==> config.mk <==
export PLATFORM = sky130hd
export DESIGN_NAME = keypad_scan
export DESIGN_NICKNAME = d
export VERILOG_FILES = /design/src/rtl/keypad_pkg.sv /design/src/rtl/keypad_debounce.sv /design/src/rtl/keypad_scan.sv
export SDC_FILE = /design/constraint.sdc
export NUM_CORES = 1
export LEC_CHECK = 0
export CAP_MARGIN = 10
export CORE_MARGIN = 2
export CORE_UTILIZATION = 58
export DETAILED_ROUTE_END_ITERATION = 6
export PLACE_DENSITY = 0.79
export SLEW_MARGIN = 25
export SYNTH_ARGS = -nofsm -noshare
export SYNTH_HDL_FRONTEND = slang
export SYNTH_SLANG_ARGS = --single-unit
==> constraint.sdc <==
create_clock -name clk -period 3.1 [get_ports clk]
set_clock_uncertainty 0.15 [all_clocks]
set_input_delay 0.62 -clock clk [delete_from_list [all_inputs] [get_ports clk]]
set_output_delay 0.62 -clock clk [all_outputs]
set_load 0.005 [all_outputs]
==> src/rtl/keypad_pkg.sv <==
// Shared types, row-select constants and helper functions for the keypad scanner.
package keypad_pkg;

  typedef logic [3:0]  key_code_t;
  typedef logic [15:0] key_map_t;
  typedef logic [3:0]  row_sel_t;

  typedef enum logic {
    IDLE    = 1'b0,
    PENDING = 1'b1
  } hs_state_e;

  localparam row_sel_t ROW_SEL [4] = '{4'b1110, 4'b1101, 4'b1011, 4'b0111};

  function automatic key_code_t lowest_set(input key_map_t m);
    key_code_t idx;
    idx = 4'd0;
    for (int i = 15; i >= 0; i--) begin
      if (m[i]) idx = key_code_t'(i);
    end
    return idx;
  endfunction

  function automatic logic [4:0] popcount16(input key_map_t m);
    logic [4:0] n;
    n = 5'd0;
    for (int i = 0; i < 16; i++) begin
      n = n + {4'd0, m[i]};
    end
    return n;
  endfunction

endpackage

==> src/rtl/keypad_debounce.sv <==
// Whole-frame debouncer: stable key map plus lowest newly-pressed key event.
// Build option KEYPAD_GHOST_REJECT_EN discards frames with more than two keys down.
module keypad_debounce
  import keypad_pkg::*;
#(
  parameter int unsigned DEBOUNCE_FRAMES = 4
) (
  input  logic      clk,
  input  logic      rst_n,
  input  logic      eval_i,
  input  key_map_t  frame_i,
  output key_map_t  keys_o,
  output logic      any_key_o,
  output logic      event_o,
  output key_code_t event_idx_o
);

  localparam int unsigned CNT_W = $clog2(DEBOUNCE_FRAMES + 1);
  localparam logic [CNT_W-1:0] MATCH_MAX = CNT_W'(DEBOUNCE_FRAMES);
  localparam logic [CNT_W-1:0] MATCH_ONE = CNT_W'(1);

  key_map_t         prev_q, prev_d;
  key_map_t         keys_q, keys_d;
  key_map_t         keys_old_q, keys_old_d;
  logic [CNT_W-1:0] match_q, match_d;
  logic             any_key_q, any_key_d;
  logic             check_q, check_d;
  logic             accept_s;
  key_map_t         newly_s;

  always_comb begin
`ifdef KEYPAD_GHOST_REJECT_EN
    accept_s = eval_i && (popcount16(frame_i) <= 5'd2);
`else
    accept_s = eval_i;
`endif
    prev_d     = prev_q;
    match_d    = match_q;
    keys_d     = keys_q;
    keys_old_d = keys_old_q;
    check_d    = 1'b0;
    if (accept_s) begin
      if (frame_i == prev_q) begin
        match_d = (match_q == MATCH_MAX) ? match_q : match_q + MATCH_ONE;
      end else begin
        match_d = MATCH_ONE;
      end
      prev_d = frame_i;
      // Load only on reaching the threshold, so a held map is not re-reported.
      if ((match_d == MATCH_MAX) && ((match_q != MATCH_MAX) || (frame_i != prev_q))) begin
        keys_old_d = keys_q;
        keys_d     = frame_i;
        check_d    = 1'b1;
      end else begin
        keys_d = keys_q;
      end
    end else begin
      prev_d = prev_q;
    end
    any_key_d = |keys_d;
  end

  always_ff @(posedge clk or negedge rst_n) begin
    if (!rst_n) begin
      prev_q     <= 16'h0000;
      keys_q     <= 16'h0000;
      keys_old_q <= 16'h0000;
      match_q    <= '0;
      any_key_q  <= 1'b0;
      check_q    <= 1'b0;
    end else begin
      prev_q     <= prev_d;
      keys_q     <= keys_d;
      keys_old_q <= keys_old_d;
      match_q    <= match_d;
      any_key_q  <= any_key_d;
      check_q    <= check_d;
    end
  end

  assign newly_s     = keys_q & ~keys_old_q;
  assign event_o     = check_q && (newly_s != 16'h0000);
  assign event_idx_o = lowest_set(newly_s);
  assign keys_o      = keys_q;
  assign any_key_o   = any_key_q;

endmodule

==> src/rtl/keypad_scan.sv <==
// Scanned 4x4 keypad reader: row drive, column synchroniser, frame capture and valid/ack handshake.
// Build option KEYPAD_GHOST_REJECT_EN (in keypad_debounce) rejects frames with more than two keys.
module keypad_scan
  import keypad_pkg::*;
#(
  parameter int unsigned SCAN_DIV        = 1000,
  parameter int unsigned DEBOUNCE_FRAMES = 4
) (
  input  logic        clk,
  input  logic        rst_n,
  input  logic [3:0]  col_n,
  input  logic        key_ack,
  output logic [3:0]  row_n,
  output logic [15:0] keys,
  output logic        any_key,
  output logic        key_valid,
  output logic [3:0]  key_code,
  output logic        overrun
);

  localparam int unsigned SCAN_W = (SCAN_DIV > 1) ? $clog2(SCAN_DIV) : 1;
  localparam logic [SCAN_W-1:0] SCAN_LAST = SCAN_W'(SCAN_DIV - 1);
  localparam logic [SCAN_W-1:0] SCAN_ONE  = SCAN_W'(1);

  logic [3:0]        col_meta_q, col_sync_q;
  logic [SCAN_W-1:0] scan_cnt_q, scan_cnt_d;
  logic [1:0]        row_idx_q, row_idx_d;
  row_sel_t          row_n_q, row_n_d;
  key_map_t          frame_q, frame_d;
  logic              frame_done_q, frame_done_d;
  hs_state_e         state_q, state_d;
  logic              key_valid_q, key_valid_d;
  key_code_t         key_code_q, key_code_d;
  logic              overrun_q, overrun_d;
  logic              ev_s;
  key_code_t         ev_idx_s;

  // Columns idle high; reset the synchroniser to the released level.
  always_ff @(posedge clk or negedge rst_n) begin
    if (!rst_n) begin
      col_meta_q <= 4'hF;
      col_sync_q <= 4'hF;
    end else begin
      col_meta_q <= col_n;
      col_sync_q <= col_meta_q;
    end
  end

  always_comb begin
    scan_cnt_d   = scan_cnt_q + SCAN_ONE;
    row_idx_d    = row_idx_q;
    frame_d      = frame_q;
    frame_done_d = 1'b0;
    if (scan_cnt_q == SCAN_LAST) begin
      scan_cnt_d                    = '0;
      row_idx_d                     = row_idx_q + 2'd1;
      frame_d[{row_idx_q, 2'b00} +: 4] = ~col_sync_q;
      frame_done_d                  = (row_idx_q == 2'd3);
    end else begin
      frame_done_d = 1'b0;
    end
    row_n_d = ROW_SEL[row_idx_d];
  end

  always_ff @(posedge clk or negedge rst_n) begin
    if (!rst_n) begin
      scan_cnt_q   <= '0;
      row_idx_q    <= 2'd0;
      row_n_q      <= 4'b1110;
      frame_q      <= 16'h0000;
      frame_done_q <= 1'b0;
    end else begin
      scan_cnt_q   <= scan_cnt_d;
      row_idx_q    <= row_idx_d;
      row_n_q      <= row_n_d;
      frame_q      <= frame_d;
      frame_done_q <= frame_done_d;
    end
  end

  keypad_debounce #(
    .DEBOUNCE_FRAMES(DEBOUNCE_FRAMES)
  ) u_debounce (
    .clk        (clk),
    .rst_n      (rst_n),
    .eval_i     (frame_done_q),
    .frame_i    (frame_q),
    .keys_o     (keys),
    .any_key_o  (any_key),
    .event_o    (ev_s),
    .event_idx_o(ev_idx_s)
  );

  always_comb begin
    state_d     = state_q;
    key_valid_d = key_valid_q;
    key_code_d  = key_code_q;
    overrun_d   = overrun_q;
    case (state_q)
      IDLE: begin
        if (ev_s) begin
          state_d     = PENDING;
          key_valid_d = 1'b1;
          key_code_d  = ev_idx_s;
        end else begin
          state_d = IDLE;
        end
      end
      PENDING: begin
        // Ack and a new event together hand over straight to the new key.
        if (ev_s && key_ack) begin
          key_code_d = ev_idx_s;
        end else if (ev_s) begin
          overrun_d = 1'b1;
        end else if (key_ack) begin
          state_d     = IDLE;
          key_valid_d = 1'b0;
          overrun_d   = 1'b0;
        end else begin
          state_d = PENDING;
        end
      end
      default: begin
        state_d     = IDLE;
        key_valid_d = 1'b0;
      end
    endcase
  end

  always_ff @(posedge clk or negedge rst_n) begin
    if (!rst_n) begin
      state_q     <= IDLE;
      key_valid_q <= 1'b0;
      key_code_q  <= 4'd0;
      overrun_q   <= 1'b0;
    end else begin
      state_q     <= state_d;
      key_valid_q <= key_valid_d;
      key_code_q  <= key_code_d;
      overrun_q   <= overrun_d;
    end
  end

  assign row_n     = row_n_q;
  assign key_valid = key_valid_q;
  assign key_code  = key_code_q;
  assign overrun   = overrun_q;

endmodule

Yosys cells after proc, flatten, opt, wreduce, memory -nomap -nowiden --
Index checks and enable logic that the tools add are counted.
Word-level totals: RAM bits 0, bits in registers 101, ROM bits 0, latch bits 0, output and inout bits 27, memories 0
Operators by class: reduce and logical (&&, ||, !) cells 11, shift-type cells 2, div/mod/pow operators 0, add/subtract/negate cells 4, muxes and demuxes 44, magnitude comparators 1, $mul 0, bitwise gates (word level) 6, eq/ne operators 12
Operators with widths (number):
- 2-to-1 mux 4 bit | 20
- 2-to-1 mux 16 bit | 2
- bitwise AND 16 bit | 1
- bitwise mux 16 bit | 1
- equality test 16 bit | 1
- != test 16 bit | 1
- NOT 16 bit | 1
- nonzero test 16 bit | 1
- OR reduction 16 bit | 1
- variable shift 4 x 6 -> 16 bit, first input constant | 1
- variable part select 4 x 6 -> 16 bit | 1
- 2-to-1 mux 1 bit | 12
- adder 10 x 1 -> 10 bit, second input constant | 1
- equality test 10 bit, second input constant | 1
- 2-to-1 mux 10 bit | 1
- 2-to-1 mux 3 bit | 3
- binary-select mux 4 bit (select 2 bit) | 1
- != test 2 bit, second input constant | 4
- one-hot mux 4 bit (2 select lines) | 1
- equality test 3 bit, second input constant | 2
- negator 4 -> 6 bit | 1
- NOT 4 bit | 1
- one-hot mux 1 bit (2 select lines) | 2
- AND reduction 2 bit | 2
- 14 further kinds | 17

Longest topological paths before layout --
Gate-level depths: netlist of the first run.
depth after elaboration 20, depth in mapped cells 9, depth with buffers taken out 9

Modules after synthesis --
Synthesis of the first run repeated with hierarchy kept, for this count alone.
Second synthesis, totals: cells, all modules 368, area total of the unflattened synthesis 4745.8 µm²
Modules (own cells, without submodules):
- keypad_debounce | times used 1, sequential area each 1326.3 µm², cells an instance 209, area each 2683.8 µm²
- keypad_scan | times used 1, sequential area each 1214.9 µm², cells an instance 159, area each 2062.0 µm²

Worst setup path before layout of the first run --
OpenSTA, ideal clock, no wires.
path type register to register, start register u_debounce.keys_q[7] (netlist: u_debounce.keys_o[7]), end register key_code_q[0] (netlist: key_code[0]), buffers on the path 0, data required time 2.825 ns, setup slack 0.429 ns, cell stages (with the launch flop) 9, data arrival time 2.397 ns, path through dfrtp_1 nor2b_1 or4_1 o31ai_2 inv_1 ha_1 and2_1 nor2_1 mux2_2
Between the ends: elaborated cells on any way between the ends 18, those cells by class 2 x eq/ne; 11 x mux; 1 x bitwise; 4 x reduce/logical
RTL lines:
- start: declaration | RTL line keypad_debounce.sv:23 | key_map_t keys_q, keys_d;
- start signal: assignment | RTL line keypad_debounce.sv:73 | keys_q <= keys_d;
- bitwise AND 16 bit * | RTL line keypad_debounce.sv:81 | assign newly_s = keys_q & ~keys_old_q;
- nonzero test 16 bit * | RTL line keypad_debounce.sv:82 | assign event_o = check_q && (newly_s != 16'h0000);
- logical AND 1 bit * | RTL line keypad_debounce.sv:82
- net ev_s | RTL line keypad_scan.sv:35 | logic ev_s;
- logical AND 1 bit | RTL line keypad_scan.sv:111 | if (ev_s && key_ack) begin
- != test 2 x 1 -> 1 bit (no line)
- AND reduction 2 bit (no line) *
- end signal: assignment | RTL line keypad_scan.sv:139 | key_code_q <= key_code_d;
- end: declaration | RTL line keypad_scan.sv:33 | key_code_t key_code_q, key_code_d;
The timed path passes the listed nets; every way through them passes the cells marked *. The select of a mux whose other input is x is not followed. A chain may end at the register's enable or synchronous reset.

Worst setup path in the final report of the first run --
start register u_debounce.keys_q[7] (netlist: u_debounce.keys_o[7]), end register key_code_q[2] (netlist: key_code[2])
The elaborated chain is that of the path after synthesis.

==> Implementation_results.wiki, run 1 <==
{| class="wikitable"
! Metric !! Value
|-
| PD cells || 422.5 mW/mm2
|-
| DRC violation count after routing || 0
|-
| Number of setup buffers added after CTS || 0
|-
| Sequential power share || 60.2%
|-
| Number of resized instances in the post-cts repair step || 0
|-
| Worst path required time || around 3.2 ns
|-
| Placed cell count || between 500 and 600
|-
| Setup Crit Path Kind || flip-flop to flip-flop
|-
| Crit share post-route || just over 90%
|-
| Largest net degree at the start of global routing || 53
|-
| Hold bufs inserted after CTS || 0
|-
| Proportion of power drawn by the clock network || approximately 38%
|-
| Setup repair after global routing missed its margin || no
|-
| Via count of the first global-routing pass || about 3,100
|-
| Maximum fanout count along the critical path || 6
|-
| Number of placed I/O pins || 34
|-
| Chip Width || 92.85 um
|-
| Total of endpoints with negative setup slack in the final report || 0
|-
| Total vias in the final route || about 3,000
|-
| Post-Syn Nets || ~390
|-
| Total number of nets in the final design || approximately 440
|-
| Router iterations before antenna repair || 4
|-
| Final GP Congestion || 0.8755
|-
| Clock sink total || slightly above 100
|-
| Maximum level of the CTS H-tree || 3
|-
| Wire length per cell after detailed routing || between 15 and 20 um
|-
| Total track usage || 22.35%
|-
| Number of nets with antenna violations after detailed routing || 0
|-
| Minimum clock period || 2.878 ns
|-
| Starting DRT DRC Count || about 150
|-
| Die height || just over 90 um
|-
| Cell row count || 32
|-
| Wire length reported by the detailed router || about 8.9 mm
|-
| Synth cell types || 49
|-
| Status || completed
|-
| Clk pin slew, worst setup/hold paths || roughly 0.10 ns
|-
| Proportion of register bits with asynchronous set or reset after synthesis || between 90% and 100%
|-
| Skew-Pair Late Insertion Delay || between 0.3 and 0.4 ns
|-
| Total of max-cap violations || 0
|-
| Number of CTS-inserted buffers || 9
|-
| Synth area leader || dfrtp_1
|-
| Filler-free cell count of the finished design || 525
|-
| Final hold violations || 0
|-
| Total negative slack || 0 ns
|-
| Sequential fraction of the synthesis area || 55.51%
|-
| Overall overflow remaining after global route || 0
|-
| Post-synthesis register bit count || 101
|-
| Max rail drop VDD || approximately 0.0003 V
|-
| Wire length of the first global-routing pass || about 15 mm
|-
| Final Power || around 2.2 mW
|-
| Synth warn || 0
|-
| Area of the core region || a little under 0.008 mm2
|-
| Clock tree from TritonCTS || built
|-
| Number of synthesized flops with an enable pin || 0
|-
| Slew HR || 57.96%
|-
| Critical path launch point type || flip-flop
|-
| Area of the die || 0.008620 mm2
|-
| Pins over their slew limit || 0
|-
| Antenna diode count || 0
|-
| Area Overhead vs Synth || 14.57%
|-
| HP Class || primary input to asynchronous set/reset pin
|-
| Ranking of synthesized cells by area || dfrtp_1 49%, mux2_2 9.3%, dfstp_2 6.3%
|-
| Share of Yosys cell area claimed by the top area cell type || between 40% and 50%
|-
| Top achievable clock speed || 0.3475 GHz
|-
| Post-synthesis cell area || ~0.0046 mm2
|-
| Switching power summed over all nets || 0.5178 mW
|-
| Switching share of total power || a little under a quarter
|-
| Slew of the pin with the lowest slew margin || between 0.6 and 0.7 ns
|-
| HPWL Detailed || 6.324 mm
|-
| Clock tree buffer depth || 2
|-
| Leakage component of the power || 2.459 nW
|-
| CTS root buf || clkbuf_8
|-
| Internal power || about 1.7 mW
|-
| Fraction of final layout cells with drive strength greater than 1 || a little under a fifth
|-
| Starting density of the core || around three fifths
|-
| Number of antenna violations at the first check in global routing || 0
|-
| Buffers added on ports || 33
|-
| Post-Synthesis Mean Instance Area || between 10 and 15 um2
|-
| Count of mapped cells out of synthesis || 376
|-
| Vias/cell || around 5.7
|-
| Signal arrival time at the worst endpoint || about 3 ns
|-
| Part of the power in combinational logic || around 1.9%
|-
| Most used DFF post-synth || dfrtp_1
|-
| Type of destination of the critical path || flip-flop
|}
## cells in the final DEF (no fill, tap or decap), types with 4 or more instances in the layout
| cell type | n |
|---|---|
| xor2_1 | 12 |
| dfstp_2 | 11 |
| mux2_2 | 38 |
| nor4_1 | 9 |
| dfrtp_1 | 90 |
| o21ai_0 | 7 |
| nor2b_1 | 10 |
| nand2_1 | 34 |
| nand4_1 | 6 |
| clkbuf_8 | 9 |
| nor3_1 | 5 |
| inv_1 | 14 |
| ha_1 | 10 |
| buf_4 | 4 |
| a21oi_1 | 6 |
| o31ai_1 | 19 |
| nand3_1 | 10 |
| clkdlybuf4s50_1 | 32 |
| nor2_1 | 11 |
| xnor2_1 | 12 |
| mux2_1 | 13 |
| nand2b_1 | 17 |
## area by class of cell
cell class              instances  area [um2]
multi-input cells             254        1934
well taps                     102       127.6
clock buffers                  11       152.6
repair buffers                 38       390.4
inverters                      14       52.55
fillers                       565        2442
flip-flops and latches        101        2541
clock inverters                 5       46.29
## state kept, by name, summed over array words and instances, names as in the netlist
signal                 cells
u_debounce.prev_q         16
frame_q                   16
u_debounce.any_key_o       1
key_valid                  1
frame_done_q               1
row_idx_q                  2
key_code                   4
state_q                    1
scan_cnt_q                10
overrun                    1
col_meta_q                 4
row_n                      4
u_debounce.keys_old_q     16
u_debounce.match_q         3
u_debounce.keys_o         16
u_debounce.check_q         1
col_sync_q                 4
## worst max-delay path, cell delays in order, from the launching register on
cell     delay (ns)
dfrtp_1        0.44
nor2b_1        0.18
or4_1          0.59
o31ai_2        0.32
inv_1          0.12
ha_1           0.24
and2_1         0.18
nor2_1         0.19
mux2_2         0.37
## synthesized netlist by cell type (3+ instances only)
cell type and n:
o31ai_1 19, mux2_2 38, nor3_1 5, nor4_1 9, ha_1 10, buf_6 3
nor2_1 11, nand4_1 6, xnor2_1 12, dfstp_2 11, or3_1 3, nor2b_1 10
nand2b_1 17, dfrtp_1 90, a21oi_1 6, nand3_1 10, inv_1 14, o21ai_0 7
mux2_1 13, xor2_1 12, nand2_1 34, and4_1 3
## power by group through the flow
stage	sequential [mW]	combinational, mW	clock [mW]
2_1_floorplan	1.36	0.00274	0
3_3_place_gp	1.36	0.0430	0
3_5_place_dp	1.36	0.0442	0
4_1_cts	1.33	0.0441	0.863
5_1_grt	1.34	0.0497	0.910
6_report	1.33	0.0419	0.840
## through the flow
step,hold WS [ns],instance area (um2),utilization (%),setup slack (ns)
final,0.09508,5245,68.23,0.2222
after floorplan,0.1744,4578,-,0.4287
after CTS,0.1089,5245,68.23,0.2241
after global routing,0.1596,5245,68.23,0.08759
after global placement,0.1957,5046,65.64,0.3318
after detailed placement,0.1976,5046,65.64,0.2508
## cell families (layout without fill, tap and decap cells)
kind of cell             after synthesis  in the layout  share of synthesized area [%]
AO/OA/AOI/OAI                         49             49                          7.598
XOR/XNOR                              24             24                          4.591
adder cells (fa/ha/maj)               10             10                          2.733
buffers and inverters                 21             68                          2.241
flip-flops                           101            101                          55.51
multiplexers                          52             52                          12.76
AND/OR/NAND/NOR                      119            119                          14.57
## worst paths after layout
kind	startpoint	to	slack (ns)	depth (start not counted)
worst max-delay path	u_debounce.keys_o[7]	key_code[2]	0.22	8
worst min-delay path	rst_n	u_debounce.match_q[0]	0.1	1
worst max register to register	u_debounce.keys_o[7]	key_code[2]	0.22	8
worst min register to register	col_meta_q[2]	col_sync_q[2]	0.21	0
max in group asynchronous	rst_n	u_debounce.keys_old_q[15]	2.01	2
min in group clk	col_meta_q[2]	col_sync_q[2]	0.21	0
## metal layers
layer,part of all wire [%],GRT usage [%],wire length (um),up-vias
met1,44,28.44,3870,1486
met3,4.2,5.126,369,17
li1,-,-,-,1427
met4,1.5,7.353,136,0
met5,0,0,0,-
met2,51,37.98,4502,72
Note: power is estimated with default switching activity, not from simulation.
==> inputs of run 2 (changes only) <==
Settings changed: CTS_CLUSTER_DIAMETER set to 80, SLEW_MARGIN 25 to 5.
Clock period 3.1 ns to 2.85 ns, I/O delays scaled along.
==> run 2 against run 1 <==
Effect of this change: highest routed layer unchanged; die area is the same; critical path type unchanged; count of clock-buffer cells in the layout decreased by 2; fmax grew 6.3%; setup slack got worse by 0.079 ns; critical path depth stayed put; sequential share of layout area shrank 0.34 points; wire length decreased by 0.60%; final cell count grew 1.1%; largest power group unchanged.
==> Implementation_results.wiki, run 2 (same netlist as run 1, synthesis figures left out) <==
{| class="wikitable"
! Metric !! Value
|-
| Setup Crit Path Kind || flip-flop to flip-flop
|-
| Slew of the pin with the lowest slew margin || 0.5540 ns (-0.07657 ns)
|-
| Wire length of the first global-routing pass || 14.83 mm (-0.23%)
|-
| Maximum level of the CTS H-tree || 3 (unchanged)
|-
| Top achievable clock speed || 0.3694 GHz (+6.3%)
|-
| CTS root buf || clkbuf_8
|-
| Vias/cell || 5.665 (-0.93%)
|-
| Placed standard-cell area || 0.005091 mm2 (+0.89%)
|-
| Via count of the first global-routing pass || 3,032 (-1.5%)
|-
| Clock sink total || 101 (unchanged)
|-
| Minimum clock period || 2.707 ns (-0.1710 ns)
|-
| Max rail drop VDD || 0.0004025 V (+31%)
|-
| HP Class || primary input to asynchronous set/reset pin
|-
| Total of max-cap violations || 0 (unchanged)
|-
| Overall overflow remaining after global route || 0 (unchanged)
|-
| Area of the core region || 0.007687 mm2 (unchanged)
|-
| Final GP Congestion || 0.8234 (-6.0%)
|-
| Clk pin slew, worst setup/hold paths || 0.10 ns (about the same)
|-
| Router iterations before antenna repair || 4 (unchanged)
|-
| Number of CTS-inserted buffers || 9 (unchanged)
|-
| PD cells || 446.2 mW/mm2 (+5.6%)
|-
| Status || completed
|-
| Total track usage || 22.04% (-0.31 points)
|-
| Final std cell area, no fill || 0.005283 mm2 (+0.72%)
|-
| HPWL Detailed || 6.463 mm (+2.2%)
|-
| Skew-Pair Late Insertion Delay || 0.37 ns (about the same)
|-
| Chip Width || 92.85 um (unchanged)
|-
| Starting DRT DRC Count || 137 (-9.9%)
|-
| Area of the die || 0.008620 mm2 (unchanged)
|-
| Largest net degree at the start of global routing || 45 (-15%)
|-
| Cell row count || 32 (unchanged)
|-
| Clock tree from TritonCTS || built
|-
| Number of setup buffers added after CTS || 0 (unchanged)
|-
| Wire length reported by the detailed router || 8.827 mm (-0.60%)
|-
| Worst path required time || 2.96 ns (-0.26 ns)
|-
| Total of endpoints with negative setup slack in the final report || 0 (unchanged)
|-
| Antenna diode count || 0 (unchanged)
|-
| Place WS || 0.1651 ns (-0.08570 ns)
|-
| Sequential power share || 61.5% (+1.3 points)
|-
| Crit share post-route || 94.98% (+2.1 points)
|-
| Maximum fanout count along the critical path || 4 (-2)
|-
| Number of nets with antenna violations after detailed routing || 0 (unchanged)
|-
| Proportion of power drawn by the clock network || 36.5% (-1.4 points)
|-
| Switching share of total power || 23.69% (+0.33 points)
|-
| Total number of nets in the final design || 441 (+1.4%)
|-
| Type of destination of the critical path || flip-flop
|-
| Setup repair after global routing missed its margin || no
|-
| Signal arrival time at the worst endpoint || 2.82 ns (-0.18 ns)
|-
| Leading cell type in the layout, fill and taps excluded || dfrtp_1
|-
| Leading cell types in the layout, fill and taps excluded || 90 x dfrtp_1, 38 x mux2_2, 34 x nand2_1
|-
| Wire length per cell after detailed routing || 16.62 um (-1.7%)
|-
| DRC violation count after routing || 0 (unchanged)
|-
| Buffers added on ports || 33 (unchanged)
|-
| Internal power || 1.799 mW (+5.9%)
|-
| Pins over their slew limit || 0 (unchanged)
|-
| Number of resized instances in the post-cts repair step || 0 (unchanged)
|-
| Final Power || 2.357 mW (+6.3%)
|-
| Total vias in the final route || 3,008 (+0.20%)
|-
| Leakage component of the power || 2.486 nW (+1.1%)
|-
| Hold bufs inserted after CTS || 0 (unchanged)
|-
| Fraction of final layout cells with drive strength greater than 1 || 19.81% (+1.4 points)
|-
| Die height || 92.85 um (unchanged)
|-
| Area Overhead vs Synth || 15.39%
|-
| Worst path setup slack after routing || 0.1432 ns (-0.07904 ns)
|-
| Starting density of the core || 59.55% (unchanged)
|-
| Number of placed I/O pins || 34 (unchanged)
|-
| Final hold violations || 0 (unchanged)
|-
| Part of the power in combinational logic || 2.0% (about the same)
|-
| Total negative slack || 0 ns (unchanged)
|-
| Final Core Density || 68.72% (+0.49 points)
|-
| Number of antenna violations at the first check in global routing || 0 (unchanged)
|-
| Slew HR || 63.06% (+5.1 points)
|-
| Switching power summed over all nets || 0.5583 mW (+7.8%)
|-
| Clock tree buffer depth || 2 (unchanged)
|-
| Critical path launch point type || flip-flop
|}
==> run 2: cell types whose count changed in the layout (fill, tap and decap cells not counted), sizes merged <==
cell | before | now
buf | 6 | 12
clkbuf | 11 | 9
clkinv | 1 | 4
inv | 18 | 17
==> run 2: stage by stage <==
step	instances	hold WS (ns)
global route	531	0.06107
CTS	531	0.05002
floorplan	376	0.1244
finish	531	0.04235
detailed placement	515	0.1976
global placement	515	0.1965
==> run 2: critical path: stages (launching register included) <==
cell	delay (ns)
dfrtp_1	0.38
nor2b_1	0.16
or4_1	0.57
o31ai_2	0.27
inv_1	0.12
ha_1	0.23
and2_1	0.18
nor2_1	0.19
mux2_2	0.36
==> run 2: final timing paths <==
path / startpoint / end / slack, ns / depth (start not counted)
min in group clk: col_meta_q[0] / col_sync_q[0] / 0.21 / 0
hold / removal: rst_n / u_debounce.keys_o[5] / 0.04 / 1
max in group asynchronous: rst_n / row_n[3] / 1.85 / 2
setup / recovery: u_debounce.keys_o[7] / key_code[2] / 0.14 / 8
setup reg to reg: u_debounce.keys_o[7] / key_code[2] / 0.14 / 8
hold reg to reg: col_meta_q[0] / col_sync_q[0] / 0.21 / 0
==> run 2: power groups by stage <==
stage	Sequential [mW]	Combinational, mW	Clock [mW]
floorplan	1.48	0.00298	0
global placement	1.48	0.0481	0
detailed placement	1.48	0.0493	0
CTS	1.45	0.0492	0.887
global route	1.45	0.0550	0.943
finish	1.45	0.0465	0.860
==> run 2: layer usage <==
layer  routed length (um)  GRT usage [%]  vias up
li1                     -              -     1442
met1                 3932          29.02     1501
met2                 4531          37.20       57
met3                  273          5.045        8
met4                   89          5.515        0
met5                    0              0        -
==> run 2: area by class of cell <==
class | instances | area (um2)
Clock buffer | 9 | 123.9
Clock inverter | 7 | 67.56
Fill cell | 583 | 2405
Inverter | 14 | 52.55
Multi-Input combinational cell | 254 | 1934
Sequential cell | 101 | 2541
Tap cell | 102 | 127.6
Timing Repair Buffer | 44 | 435.4
==> inputs of run 3 (changes only) <==
Settings changed: CORE_ASPECT_RATIO set to 1.4, HOLD_SLACK_MARGIN set to 0.02, SETUP_SLACK_MARGIN set to 0.4.
==> run 3 against run 2 <==
Effect of this change: final area is 4.8% higher; count of clock-buffer cells in the layout is 1 higher; setup slack better by 0.28 ns; combinational power hardly changed; largest power group unchanged; highest routed layer unchanged.
==> Implementation_results.wiki, run 3 (same netlist as run 1, synthesis figures left out) <==
{| class="wikitable"
! Metric !! Value
|-
| Status || completed
|-
| CP bufs+invs || 1 (unchanged)
|-
| Sequential power share || 60.4% (-1.1 points)
|-
| Leakage component of the power || 2.569 nW (+3.3%)
|-
| Slew HR || 58.14% (-4.9 points)
|-
| HP Class || primary input to asynchronous set/reset pin
|-
| Number of antenna violations at the first check in global routing || 0 (unchanged)
|-
| Placed standard-cell area || 0.005109 mm2 (+0.34%)
|-
| Total negative slack || 0 ns (unchanged)
|-
| Leading cell type in the layout, fill and taps excluded || dfrtp_1
|-
| PD cells || 433.9 mW/mm2 (-2.7%)
|-
| Minimum clock period || 2.430 ns (-0.2770 ns)
|-
| Wire length per cell after detailed routing || 17.66 um (+6.2%)
|-
| DRC violation count after routing || 0 (unchanged)
|-
| Antenna diode count || 0 (unchanged)
|-
| Slew of the pin with the lowest slew margin || 0.6279 ns (+0.07382 ns)
|-
| Total track usage || 22.99% (+0.94 points)
|-
| HPWL Detailed || 6.264 mm (-3.1%)
|-
| Vias/cell || 5.819 (+2.7%)
|-
| Number of placed I/O pins || 34 (unchanged)
|-
| Starting DRT DRC Count || 226 (+65%)
|-
| Maximum fanout count along the critical path || 3 (-1)
|-
| Wire length of the first global-routing pass || 15.04 mm (+1.4%)
|-
| Max rail drop VDD || 0.0004571 V (+14%)
|-
| Largest net degree at the start of global routing || 52 (+16%)
|-
| Clk pin slew, worst setup/hold paths || 0.10 ns (about the same)
|-
| Proportion of power drawn by the clock network || 37.6% (+1.1 points)
|-
| Area of the core region || 0.007702 mm2 (+0.20%)
|-
| Total number of nets in the final design || 453 (+2.7%)
|-
| Register-to-register path setup slack || 0.42 ns (+0.28 ns)
|-
| Clock tree from TritonCTS || built
|-
| Pins over their slew limit || 0 (unchanged)
|-
| Internal power || 1.864 mW (+3.7%)
|-
| Leading cell types in the layout, fill and taps excluded || 89 x dfrtp_1, 36 x mux2_2, 34 x nand2_1
|-
| Switching power summed over all nets || 0.5371 mW (-3.8%)
|-
| Number of CTS-inserted buffers || 9 (unchanged)
|-
| Fraction of final layout cells with drive strength greater than 1 || 25.40% (+5.6 points)
|-
| Wire length reported by the detailed router || 9.552 mm (+8.2%)
|-
| List of cells traversed by the critical path || nor2b_4, or4_4, o31ai_4, inv_2, ha_4, and2_4, nor2_4, mux2_4
|-
| Router iterations before antenna repair || 4 (unchanged)
|-
| Setup repair after global routing missed its margin || yes
|-
| Part of the power in combinational logic || 1.9% (about the same)
|-
| Critical path launch point type || flip-flop
|-
| Via count of the first global-routing pass || 3,168 (+4.5%)
|-
| Clock tree buffer depth || 2 (unchanged)
|-
| Total vias in the final route || 3,148 (+4.7%)
|-
| Chip Width || 79.09 um (-15%)
|-
| Crit path max-delay cell type || or4_4
|-
| Area Overhead vs Synth || 20.88%
|-
| CTS root buf || clkbuf_8
|-
| Clock sink total || 101 (unchanged)
|-
| Final GP Congestion || 0.8564 (+4.0%)
|-
| Buffers added on ports || 33 (unchanged)
|-
| Overall overflow remaining after global route || 0 (unchanged)
|-
| Kind of cell adding the most delay to the critical path || simple AND/OR/NAND/NOR gates
|-
| Crit share post-route || 85.26% (-9.7 points)
|-
| Signal arrival time at the worst endpoint || 2.55 ns (-0.27 ns)
|-
| Fill cell total of the finished layout || 546 (-6.3%)
|-
| Hold bufs inserted after CTS || 0 (unchanged)
|-
| Final hold violations || 0 (unchanged)
|-
| Place WS || 0.2954 ns (+0.1303 ns)
|-
| Die height || 109.1 um (+18%)
|-
| Maximum level of the CTS H-tree || 3 (unchanged)
|-
| Starting density of the core || 59.44% (-0.12 points)
|-
| Area of the die || 0.008630 mm2 (+0.11%)
|-
| Switching share of total power || 22.37% (-1.3 points)
|-
| Top achievable clock speed || 0.4116 GHz (+11%)
|-
| Largest incremental delay on the critical path || 0.54 ns (-0.03 ns)
|-
| Worst path required time || 2.97 ns (about the same)
|-
| Number of nets with antenna violations after detailed routing || 0 (unchanged)
|-
| Setup Crit Path Kind || flip-flop to flip-flop
|-
| Cell row count || 38 (+19%)
|-
| Worst path setup slack after routing || 0.4202 ns (+0.2770 ns)
|-
| Skew-Pair Late Insertion Delay || 0.38 ns (about the same)
|-
| Final std cell area, no fill || 0.005534 mm2 (+4.8%)
|-
| Total of max-cap violations || 0 (unchanged)
|-
| Type of destination of the critical path || flip-flop
|-
| Total of endpoints with negative setup slack in the final report || 0 (unchanged)
|}
## run 3: changes by cell type in the layout (fill, tap and decap cells not counted), moves of 3 or more
cell / previous run / this run
buf_4: 10 / 18
ha_1: 10 / 7
nor2b_1: 10 / 7
nor2b_4: 0 / 3
## run 3: stage by stage
| step | power, mW | std cells | hold WS (ns) | utilization (%) |
|---|---|---|---|---|
| global route | 2.477 | 541 | 0.1040 | 71.85 |
| detailed placement | 1.528 | 508 | 0.1985 | 66.33 |
| global placement | 1.525 | 508 | 0.1958 | 66.33 |
| floorplan | 1.479 | 376 | 0.1244 | - |
| finish | 2.401 | 541 | 0.05956 | 71.85 |
| CTS | 2.414 | 532 | 0.07396 | 69.69 |
## run 3: worst register-to-register path, cell delays in order (launching register included)
cell and delay, ns:
dfrtp_1 0.41, nor2b_4 0.14, or4_4 0.54, o31ai_4 0.21, inv_2 0.09, ha_4 0.16
and2_4 0.16, nor2_4 0.15, mux2_4 0.31
## run 3: power groups by stage
stage               Combinational (mW)  Clock (mW)  Sequential [mW]
floorplan                      0.00298           0             1.48
global placement                0.0473           0             1.48
detailed placement              0.0487           0             1.48
CTS                             0.0490       0.914             1.45
global route                    0.0549       0.969             1.45
finish                          0.0467       0.904             1.45
## run 3: final timing paths
path,from,to,cells past startpoint
max in group asynchronous,rst_n,u_debounce.match_q[0],2
worst max register to register,u_debounce.keys_o[6],key_code[0],8
min in group clk,col_meta_q[3],col_sync_q[3],0
worst max-delay path,u_debounce.keys_o[6],key_code[0],8
worst min-delay path,rst_n,u_debounce.any_key_o,1
worst min register to register,col_meta_q[3],col_sync_q[3],0
## run 3: per-layer routing
layer  vias up  share of wire (%)  wire length [um]  track usage, %
li1       1465                  -                 -               -
met2        82                 53              5108           40.44
met4         0                3.2               303           12.44
met5         -                  0                 0               0
met3        19                3.6               344           4.636
met1      1582                 40              3796           26.10
## run 3: final cells by class
| class | count | area (um2) | area share (%) |
|---|---|---|---|
| Sequential cell | 101 | 2542 | 45.94 |
| Clock inverter | 6 | 63.81 | 1.153 |
| Clock buffer | 10 | 127.6 | 2.306 |
| Timing Repair Buffer | 56 | 576.8 | 10.42 |
| Multi-Input combinational cell | 254 | 2046 | 36.97 |
| Inverter | 14 | 52.55 | 0.9496 |
| Tap cell | 100 | 125.1 | 2.261 |
## run 3: timing repair
action / 4_1_cts / 5_1_grt
gates cloned: 0 / 3
endpoints found under the setup margin: 2 / 37
pin swaps: 4 / 7
resized for setup: 2 / 12
setup buffers: 8 / 6
